`src/rtl/ascon_sequencer.sv`:
```
// Ascon AEAD control sequencer: drives permutation rounds, key/domain XORs and block handshakes.
// Optional tag check state and auth_fail_o output are built when ASCON_TAG_CHECK_EN is defined.
module ascon_sequencer #(
    parameter int unsigned ROUND_MAX = 12
) (
    input  logic       clk_i,
    input  logic       rst_i,
    input  logic       start_i,
    input  logic       decrypt_enable_i,
    input  logic [7:0] nb_perm_a_i,
    input  logic [7:0] nb_perm_b_i,
    input  logic       ad_present_i,
    input  logic       ad_valid_i,
    input  logic       ad_last_i,
    input  logic       data_valid_i,
    input  logic       data_last_i,
    output logic       ad_ready_o,
    output logic       data_ready_o,
    output logic       ad_xor_o,
    output logic       data_xor_o,
    output logic       load_state_o,
    output logic       perm_en_o,
    output logic       xor_key_begin_o,
    output logic       xor_key_end_o,
    output logic       xor_dom_sep_o,
    output logic [3:0] round_o,
    output logic       busy_o,
    output logic       data_out_valid_o,
    output logic       tag_valid_o,
`ifdef ASCON_TAG_CHECK_EN
    input  logic       tag_match_i,
    output logic       auth_fail_o,
`endif
    output logic       done_o
);

    localparam logic [3:0] RMAX = 4'(ROUND_MAX);

    typedef enum logic [3:0] {
        IDLE,
        LOAD,
        INIT_PERM,
        INIT_KEY,
        AD_WAIT,
        AD_PERM,
        DOM_SEP,
        DATA_WAIT,
        DATA_PERM,
        FINAL_KEY,
        FINAL_PERM,
        FINAL_TAG,
`ifdef ASCON_TAG_CHECK_EN
        TAG_CHECK,
`endif
        DONE
    } state_t;

    state_t     state_q, state_d;
    logic [3:0] cnt_q, cnt_d;
    logic [3:0] perm_a_q, perm_b_q;
    logic       decrypt_q;
    logic       ad_present_q;
    logic       ad_last_q;
    logic       dout_valid_q;

    logic       start_ok;
    logic       ad_acc;
    logic       data_acc;
    logic       in_perm;
    logic [3:0] perm_n;
    logic       perm_last;

    // Zero or out-of-range requests fall back to the full round count.
    function automatic logic [3:0] clamp_rounds(input logic [7:0] n);
        clamp_rounds = (n == 8'd0 || n > 8'(ROUND_MAX)) ? RMAX : n[3:0];
    endfunction

    assign start_ok = (state_q == IDLE) && start_i;
    assign ad_acc   = (state_q == AD_WAIT) && ad_valid_i;
    assign data_acc = (state_q == DATA_WAIT) && data_valid_i;

    assign in_perm = (state_q == INIT_PERM) || (state_q == AD_PERM)
                  || (state_q == DATA_PERM) || (state_q == FINAL_PERM);

    assign perm_n = ((state_q == INIT_PERM) || (state_q == FINAL_PERM))
                  ? perm_a_q : perm_b_q;

    assign perm_last = (cnt_q == perm_n - 4'd1);

    // Rounds are right-aligned so the last round always uses constant ROUND_MAX-1.
    assign round_o = in_perm ? (RMAX - perm_n + cnt_q) : 4'd0;

    assign data_out_valid_o = dout_valid_q;

    always_comb begin
        state_d         = state_q;
        cnt_d           = 4'd0;
        ad_ready_o      = 1'b0;
        data_ready_o    = 1'b0;
        ad_xor_o        = 1'b0;
        data_xor_o      = 1'b0;
        load_state_o    = 1'b0;
        perm_en_o       = 1'b0;
        xor_key_begin_o = 1'b0;
        xor_key_end_o   = 1'b0;
        xor_dom_sep_o   = 1'b0;
        tag_valid_o     = 1'b0;
        done_o          = 1'b0;
        busy_o          = (state_q != IDLE);

        if (in_perm) begin
            perm_en_o = 1'b1;
            cnt_d     = perm_last ? 4'd0 : cnt_q + 4'd1;
        end

        unique case (state_q)
            IDLE: begin
                if (start_i) state_d = LOAD;
            end
            LOAD: begin
                load_state_o = 1'b1;
                state_d      = INIT_PERM;
            end
            INIT_PERM: begin
                if (perm_last) state_d = INIT_KEY;
            end
            INIT_KEY: begin
                xor_key_end_o = 1'b1;
                state_d       = ad_present_q ? AD_WAIT : DOM_SEP;
            end
            AD_WAIT: begin
                ad_ready_o = 1'b1;
                if (ad_valid_i) begin
                    ad_xor_o = 1'b1;
                    state_d  = AD_PERM;
                end
            end
            AD_PERM: begin
                if (perm_last) state_d = ad_last_q ? DOM_SEP : AD_WAIT;
            end
            DOM_SEP: begin
                xor_dom_sep_o = 1'b1;
                state_d       = DATA_WAIT;
            end
            DATA_WAIT: begin
                data_ready_o = 1'b1;
                if (data_valid_i) begin
                    data_xor_o = 1'b1;
                    state_d    = data_last_i ? FINAL_KEY : DATA_PERM;
                end
            end
            DATA_PERM: begin
                if (perm_last) state_d = DATA_WAIT;
            end
            FINAL_KEY: begin
                xor_key_begin_o = 1'b1;
                state_d         = FINAL_PERM;
            end
            FINAL_PERM: begin
                if (perm_last) state_d = FINAL_TAG;
            end
            FINAL_TAG: begin
                xor_key_end_o = 1'b1;
                tag_valid_o   = 1'b1;
`ifdef ASCON_TAG_CHECK_EN
                state_d = decrypt_q ? TAG_CHECK : DONE;
`else
                state_d = DONE;
`endif
            end
`ifdef ASCON_TAG_CHECK_EN
            TAG_CHECK: begin
                state_d = DONE;
            end
`endif
            DONE: begin
                done_o  = 1'b1;
                state_d = IDLE;
            end
            default: begin
                state_d = IDLE;
            end
        endcase
    end

    always_ff @(posedge clk_i) begin
        if (rst_i) begin
            state_q      <= IDLE;
            cnt_q        <= 4'd0;
            perm_a_q     <= 4'd0;
            perm_b_q     <= 4'd0;
            decrypt_q    <= 1'b0;
            ad_present_q <= 1'b0;
            ad_last_q    <= 1'b0;
            dout_valid_q <= 1'b0;
        end else begin
            state_q      <= state_d;
            cnt_q        <= cnt_d;
            dout_valid_q <= data_acc;
            if (start_ok) begin
                decrypt_q    <= decrypt_enable_i;
                perm_a_q     <= clamp_rounds(nb_perm_a_i);
                perm_b_q     <= clamp_rounds(nb_perm_b_i);
                ad_present_q <= ad_present_i;
            end
            if (ad_acc) ad_last_q <= ad_last_i;
        end
    end

`ifdef ASCON_TAG_CHECK_EN
    logic auth_q;

    // Verdict is visible combinationally during the check, then held.
    always_ff @(posedge clk_i) begin
        if (rst_i) begin
            auth_q <= 1'b0;
        end else if (start_ok) begin
            auth_q <= 1'b0;
        end else if (state_q == TAG_CHECK) begin
            auth_q <= ~tag_match_i;
        end
    end

    assign auth_fail_o = (state_q == TAG_CHECK) ? ~tag_match_i : auth_q;
`else
    logic unused_decrypt;
    assign unused_decrypt = decrypt_q;
`endif

endmodule

```
`config.mk`:
```
export PLATFORM = sky130hd
export DESIGN_NAME = ascon_sequencer
export DESIGN_NICKNAME = d
export VERILOG_FILES = /design/src/rtl/ascon_sequencer.sv
export SDC_FILE = /design/constraint.sdc
export NUM_CORES = 1
export LEC_CHECK = 0
export ABC_AREA = 1
export CAP_MARGIN = 30
export CORE_MARGIN = 2
export CORE_UTILIZATION = 45
export DETAILED_ROUTE_END_ITERATION = 10
export PLACE_DENSITY = 0.76
export SLEW_MARGIN = 10
export SYNTH_ARGS = -nofsm -noshare
export SYNTH_HDL_FRONTEND = slang
export SYNTH_SLANG_ARGS = --single-unit
```
`constraint.sdc`:
```
create_clock -name clk_i -period 3.05 [get_ports clk_i]
set_input_delay 0.4575 -clock clk_i [delete_from_list [all_inputs] [get_ports clk_i]]
set_output_delay 0.4575 -clock clk_i [all_outputs]
set_load 0.05 [all_outputs]
```
After elaboration in Yosys (flattened, before gate mapping)
Index checks and enable logic that the tools add are counted.
{ "word_totals": {"regBits": 19, "inputBits": 25} }
{ "classes": {"n_addsub": 4, "magnitude_cmp": 2, "n_eq_ne": 20, "mux": 28, "bitwise_logic": 1, "reduce_logical": 16} }
{ "ops": {"columns": ["operator", "count"], "rows": [
  ["4-bit case mux with 12 select lines", 1],
  ["4-bit 2-to-1 mux", 11],
  ["4-bit == test (second input constant)", 5],
  ["4-bit by 3-bit == test with 1-bit output (second input constant)", 4],
  ["8-bit by 4-bit > comparator with 1-bit output (second input constant)", 2],
  ["8-bit logical NOT", 2],
  ["1-bit 2-to-1 mux", 14],
  ["2-bit != test (second input constant)", 7],
  ["4-bit by 2-bit == test with 1-bit output (second input constant)", 2],
  ["7-bit AND reduction", 1],
  ["1-bit logical OR", 6],
  ["4-bit by 1-bit adder with 4-bit output (second input constant)", 1],
  ["4-bit adder", 1],
  ["4-bit by 1-bit == test with 1-bit output (second input constant)", 1],
  ["4-bit == test", 1],
  ["4-bit logical NOT", 1],
  ["2-bit 2-to-1 mux", 2],
  ["4-bit nonzero test", 1],
  ["4-bit by 1-bit subtractor with 4-bit output (second input constant)", 1],
  ["4-bit subtractor (first input constant)", 1],
  ["1-bit logical AND", 3],
  ["3-bit OR reduction", 1],
  ["2-bit OR reduction", 1],
  ["1-bit inverter", 1]
]} }

Logic depth before layout (Yosys ltp)
Gate-level depths: netlist of the first run.
{ "logic_depth": {"word_depth": 7, "ltp_mapped": 15, "depth_no_buf": 15} }

Worst setup path after synthesis of the first run
OpenSTA, ideal clock, no wires.
{ "synth_timing": {"kind": "register -> output", "start": "register state_q[0]", "end": "output port round_o[3]", "arrival_ns": 2.759, "required_ns": 2.592, "setup_slack_ns": -0.167, "stages_incl_launch_ff": 15, "n_path_buf": 0, "path_cell_list": "dfxtp_1 -> inv_2 -> nand2_2 -> nor2_2 -> nand2_2 -> nand2_2 -> inv_1 -> ha_1 -> inv_1 -> ha_1 -> inv_1 -> fa_1 -> xor2_1 -> or2_2 -> a21oi_1"} }
{ "synth_between": {"elab_chain_cells": 6, "elab_cells_between_ends": 12} }
{ "synth_lines": {"columns": ["element", "line_no", "source"], "rows": [
  ["from (decl)", "58", "state_t state_q, state_d;"],
  ["from (signal assigned)", "197", "state_q <= state_d;"],
  ["4-bit by 2-bit == test with 1-bit output / 4-bit == test (equally long branches)", "82, 85, 83", null],
  ["1-bit logical OR", "85", "assign perm_n = ((state_q == INIT_PERM) || (state_q == FINAL_PERM))"],
  ["4-bit 2-to-1 mux", "86", "? perm_a_q : perm_b_q;"],
  ["4-bit subtractor", "91", "assign round_o = in_perm ? (RMAX - perm_n + cnt_q) : 4'd0;"],
  ["4-bit adder", "91", null],
  ["4-bit 2-to-1 mux *", "91", null],
  ["to (decl)", "26", "output logic [3:0] round_o,"]
]} }
Every way passes the cells marked *; elsewhere a longest branch is shown, timed or not.

Final worst setup path of the first run
Same ends and word-level chain as after synthesis.

==> results of run 1 <==
layout make-up:
class / instances / area (sq um) / share of cell area [%]
multi-input cells: 146 / 853 / 43.6
inverters: 39 / 149 / 7.61
repair buffers: 50 / 495 / 25.3
clock inverters: 1 / 7.51 / 0.384
flip-flops and latches: 19 / 387 / 19.8
well taps: 33 / 41.3 / 2.11
clock buffers: 3 / 22.5 / 1.15
power by group through the flow:
stage	combinational [uW]	clock (uW)	sequential (uW)
CTS	1400	140	374
global placement	1290	0	373
floorplan	979	0	359
finish	1430	137	375
detailed placement	1320	0	375
global route	1570	153	382
cell usage in the layout, fill, tap and decap left out, types with 2 or more instances in the layout:
master,instances
xor2_1,2
ha_1,4
nand3_2,3
buf_12,2
nand3_4,2
inv_1,32
clkdlybuf4s50_1,38
nand4_1,2
nor3_1,4
o21ai_0,11
nand3_1,11
a21oi_1,12
a21oi_4,2
inv_2,6
clkbuf_4,3
dfxtp_1,16
nor4_1,3
buf_4,10
nor2_4,5
o22ai_1,2
a31oi_1,3
nand2_1,36
dfxtp_2,2
nor2_1,26
nand2_2,7
critical path: cells and delay by family, from the launching register on:
kind	cells	cell delay (ns)
compound gates	1	0.14
xor+xnor	1	0.16
fa+ha+maj	3	0.63
buf+inv	6	0.48
flops	1	0.36
simple gates	4	0.47
cell families (layout without fill, tap and decap cells):
kind of cell / Yosys count / in the layout
AND/OR/NAND/NOR: 104 / 104
buffers and inverters: 43 / 93
AO/OA/AOI/OAI: 34 / 34
flip-flops: 19 / 19
adder cells (fa/ha/maj): 5 / 5
XOR/XNOR: 3 / 3
timing repair:
action / 4_1_cts / 5_1_grt
endpoints found under the hold margin: 0 / 0
buffers inserted: 5 / 2
pin swaps: 3 / 4
endpoints found under the setup margin: 2 / 2
resized for setup: 10 / 2
hold buffers: 0 / 0
cell usage after synthesis (all sizes together) (2+ instances only):
master / instances
nand2: 44
inv: 39
nor2: 32
dfxtp: 19
nand3: 16
a21oi: 14
o21ai: 11
buf: 4
ha: 4
nor3: 4
a31oi: 3
nor4: 3
nand4: 2
o22ai: 2
or2: 2
xor2: 2
stage by stage:
step           total power (uW)  util (%)  std cells  TNS, ns  hold slack, ns
2_1_floorplan              1340         -        208        0           0.430
3_3_place_gp               1660      61.6        280        0           0.448
3_5_place_dp               1700      61.6        280        0           0.461
4_1_cts                    1910      64.8        289        0           0.478
5_1_grt                    2100      65.7        291  -0.0576           0.504
6_report                   1950      65.7        291        0           0.474
flip-flops by register name (all words and copies together), names as in the netlist:
name	count
cnt_q	4
ad_present_q	1
perm_a_q	4
data_out_valid_o	1
state_q	4
perm_b_q	4
ad_last_q	1
metal layers:
layer	up-vias	GRT usage, %
met3	4	3.06
li1	765	-
met4	0	5.52
met5	-	0
met1	635	28.5
met2	49	29.2
final timing paths:
kind / from / end / slack, ns / depth (start not counted)
worst max register to register: state_q[0] / state_q[1] / 1.19 / 15
worst min-delay path: ad_last_q / ad_last_q / 0.47 / 2
worst min register to register: ad_last_q / ad_last_q / 0.47 / 2
worst max-delay path: state_q[0] / round_o[3] / 0.06 / 15
==> run summary, run 1 <==
clock root cell -> clkbuf_4
Layout Nets -> 289
port bufs -> 40
power share of the combinational group -> 73.7%
simple-gate share of the synthesized area -> 37.8%
critical path, cell by cell -> inv_2, buf_4, nand3_4, nand2_2, nand2_2, inv_1, ha_1, inv_1, ha_1, inv_1, fa_2, xor2_1, or2_4, a21oi_4, buf_12
most used cell, CP -> inv_1
Post-synth EDFFs -> 0
layout cells sized above 1 -> 19.0%
top area cells in the synthesized netlist -> dfxtp_1 28%, nand2_1 10%, inv_1 8.7%, nor2_1 7.3%, a21oi_1 4.7%
Global Route Usage Sum -> 19.4%
register area share after synthesis -> 27.6%
Synthesized Nets -> 238
Max Cap Violations -> 0
Worst Setup End Kind -> output port
Cells after Synth -> 208
max_slew headroom -> 65.6%
multiplexer share of the synthesized area -> 0%
Crit-path slowest cell -> dfxtp_2
# diodes -> 0
num rows -> 20
first-pass GRT wire length -> 5400 um
post-synthesis xor/xnor area fraction -> 1.90%
initial antenna violation count -> 0
grt ovf -> 0
Synth Warn # -> 0
Via density -> 4.99
Reg power frac -> 19.3%
die area -> 3530 sq um
H-tree levels -> 1
number of global-route vias before repair -> 1,265
final setup margin -> 0.0605 ns
Post-Layout Inst Area -> 1960 sq um
RSZ-0062 raised after global routing -> true
worst hold path type -> register to register
Worst Setup Start Kind -> register
most area-hungry cell type in the Yosys netlist -> dfxtp_1
WS Path Type -> register to output port
met3 wire length -> 141 um
Clock Power Share -> 7.0%
WP data arrival -> 2.53 ns
met2 wire len -> 1420 um
Pint -> 917 uW
GPL Wtd Cong -> 0.796
WL met1 -> 1580 um
syn_area_per_cell -> 6.63 sq um
Slew Viols, Final -> 0
Critical Path RT -> 2.59 ns
Hold Violations, Final -> 0
period utilization -> 98.0%
Peak VDD IR -> 316 uV
pre-CTS WS -> 0.133 ns
Final HPWL DP -> 2430 um
routed length per instance -> 10.9 um
initial core utilization -> 46.3%
share of the synthesized area in the top cell type -> 27.6%
DRC viols -> 0
clock sink count -> 19
#FFs+latches synth -> 19
synthesized area -> 1380 sq um
fillers -> 270
adder-cell share of the synthesized area -> 5.08%
main combinational cell family by area after synthesis -> simple AND/OR/NAND/NOR gates
Sw Pwr -> 1030 uW
die width -> 59.4 um
Longest Clk Path Bufs -> 2
Max Used Layer -> met4
Synth Area in Compound Gates -> 14.4%
Least-Margin Pin Slew -> 0.514 ns
status -> completed
Core ar. -> 2980 sq um
Die Y -> 59.4 um
post-route ant nets -> 0
Placed Area -> 1830 sq um
DR vias -> 1,453
asr flop ratio synth -> 0%
Leak -> 0.000853 uW
pwr/cell area -> 995 nW/um^2
worst skew pair latency -> 0.31 ns
critical path fanouts, max -> 6
DRT iter0 DRCs -> 48
switch share -> 52.9%
clk_skew -> 0.00719 ns
drt total wl -> 3160 um
Worst-path clk slew -> 0.12 ns
Pre-Repair DR Iteration Count -> 4
Top Ports -> 42
ys flop type -> dfxtp_1
largest net degree at the start of global routing -> 16
Synth-to-Final Area Change -> 41.7%
TritonCTS clock tree -> yes
slowest stage delay, CP -> 0.36 ns
Cell variety after synth -> 34
fmax -> 0.335 GHz
CTS Buf Count -> 3
fin crit period -> 2.99 ns
Setup violations, final -> 0
Note: power is estimated with default switching activity, not from simulation.
==> run 2, diff against run 1 <==
Clock period 3.05 ns to 3.8 ns, I/O delays scaled along.
==> run 2 against run 1 <==
Count of clock-buffer cells in the layout unchanged; setup slack better by 0.24 ns; cell count fell by 3.4%; critical endpoint is now round_o[2]; flip-flop and latch count stayed put; clock power down 18%; register-to-register slack improved by 0.58 ns; die area is the same; final area fell by 7.2%.
==> run summary, run 2 (synthesized netlist as in run 1, its figures left out) <==
Pre-Repair DR Iteration Count -> 4 (unchanged)
RSZ-0062 raised after global routing -> false
Top Ports -> 42 (unchanged)
DRT iter0 DRCs -> 65 (+35%)
Global Route Usage Sum -> 18.1% (-1.3 points)
Setup violations, final -> 0 (unchanged)
fillers -> 308 (+14%)
clock root cell -> clkbuf_4
# diodes -> 0 (unchanged)
initial antenna violation count -> 0 (unchanged)
fin crit period -> 3.50 ns
port bufs -> 40 (unchanged)
die area -> 3530 sq um (unchanged)
worst hold path type -> register to register
H-tree levels -> 1 (unchanged)
Worst-path clk slew -> 0.12 ns (about the same)
pre-CTS WS -> 0.357 ns (+0.224 ns)
initial core utilization -> 46.3% (unchanged)
Reg area -> 380 sq um (-1.6%)
layout cells sized above 1 -> 12.1% (-6.9 points)
Peak VDD IR -> 305 uV (-3.6%)
Worst Setup Start Kind -> register
drt total wl -> 2870 um (-9.4%)
routed length per instance -> 10.2 um (-6.2%)
DRC viols -> 0 (unchanged)
WP data arrival -> 2.93 ns (+0.40 ns)
Hold WS -> 0.473 ns (-0.000892 ns)
Longest Clk Path Bufs -> 2 (unchanged)
CTS Buf Count -> 3 (unchanged)
Synth-to-Final Area Change -> 31.5%
Stages on worst setup path -> 13 (-2)
Leak -> 0.000797 uW (-6.6%)
num rows -> 20 (unchanged)
pwr/cell area -> 763 nW/um^2 (-23%)
status -> completed
max_slew headroom -> 66.6% (+0.96 points)
Core ar. -> 2980 sq um (unchanged)
Layout Nets -> 279 (-3.5%)
WS Path Type -> register to output port
most used cell, CP -> inv_1
Slew Viols, Final -> 0 (unchanged)
R2R depth -> 14 (-1)
worst skew pair latency -> 0.31 ns (about the same)
commonest non-fill, non-tap cell in the layout -> clkdlybuf4s50_1
Critical Path RT -> 3.23 ns (+0.64 ns)
period utilization -> 92.2%
Hold Violations, Final -> 0 (unchanged)
Critical path buffers and inverters -> 5 (-1)
die width -> 59.4 um (unchanged)
Crit-path slowest cell -> dfxtp_1
clk_skew -> 0.00454 ns (-0.00265 ns)
most frequent cells in the layout -> 38 x clkdlybuf4s50_1, 37 x nand2_1, 32 x inv_1, 27 x nor2_1, 19 x dfxtp_1
first-pass GRT wire length -> 4950 um (-8.4%)
critical path fanouts, max -> 8 (+2)
Via density -> 4.94 (-1.1%)
TritonCTS clock tree -> yes
Worst Setup End Kind -> output port
final setup margin -> 0.296 ns (+0.235 ns)
post-route ant nets -> 0 (unchanged)
final setup TNS -> 0 ns (unchanged)
fmax -> 0.285 GHz
CP top delay family -> adder cells
DR vias -> 1,387 (-4.5%)
clock sink count -> 19 (unchanged)
footprint of the multi-input gates -> 817 sq um (-4.3%)
largest net degree at the start of global routing -> 16 (unchanged)
Die Y -> 59.4 um (unchanged)
Least-Margin Pin Slew -> 0.499 ns (-0.0143 ns)
Final HPWL DP -> 2330 um (-4.1%)
GPL Wtd Cong -> 0.815 (+2.4%)
number of global-route vias before repair -> 1,182 (-6.6%)
slowest stage delay, CP -> 0.53 ns (+0.17 ns)
Cells on Worst Hold Path -> 2 (unchanged)
critical path, cell by cell -> nand2_2, nor2_2, nand2_2, nand2_2, inv_1, ha_1, inv_1, ha_1, inv_1, fa_1, or2_1, inv_1, dlygate4sd2_1
grt ovf -> 0 (unchanged)
Max Cap Violations -> 0 (unchanged)
-- run 2: cell types whose count changed in the layout (fill, tap and decap cells not counted), sizes merged --
cell / delta
buf: -11
dlygate4sd2: +1
-- run 2: layout make-up --
| class | count | share of cell area (%) |
|---|---|---|
| Multi-Input combinational cell | 146 | 45.0 |
| Timing Repair Buffer | 40 | 21.9 |
| Sequential cell | 19 | 21.0 |
| Inverter | 39 | 8.21 |
| Tap cell | 33 | 2.28 |
| Clock buffer | 3 | 1.24 |
| Clock inverter | 1 | 0.414 |
-- run 2: power breakdown --
group | switching (uW) | internal (uW)
clock | 72.5 | 40.2
combinational | 628 | 331
sequential | 57.8 | 254
total | 758 | 626
-- run 2: per-stage QoR --
step | cells | power (uW) | util (%) | instance area, sq um
final | 281 | 1380 | 60.9 | 1810
after global routing | 281 | 1520 | 60.9 | 1810
after global placement | 277 | 1270 | 60.0 | 1790
after floorplan | 208 | 1070 | - | 1380
after CTS | 281 | 1400 | 60.9 | 1810
after detailed placement | 277 | 1280 | 60.0 | 1790
-- run 2: final timing paths --
path / slack [ns] / start / to
max: 0.30 / state_q[1] / round_o[2]
min: 0.47 / ad_last_q / ad_last_q
max reg2reg: 1.77 / state_q[1] / state_q[2]
min reg2reg: 0.47 / ad_last_q / ad_last_q
-- run 2: per-layer routing --
metal  global-route usage, %  vias up  wire length (um)
li1                        -      746                 -
met1                    25.9      598              1450
met2                    27.9       39              1250
met3                    3.93        4               141
met4                    3.90        0                27
met5                       0        -                 0
-- run 2: worst min-delay path: cells and delay by family (launching register included) --
family                 cells  cell delay [ns]
DFF                        1             0.32
buffers and inverters      1             0.07
AOI/OAI and AO/OA          1             0.06
-- run 2: what timing repair did --
item,4_1_cts,5_1_grt
resized for setup,1,0
hold buffers,0,0
setup endpoints to repair,1,0
setup buffers,0,0
==> run 3, diff against run 2 <==
Settings changed: TNS_END_PERCENT from default to 30.
==> results of run 3 <==
Final layout, timing and power as in run 2 (identical DEF).
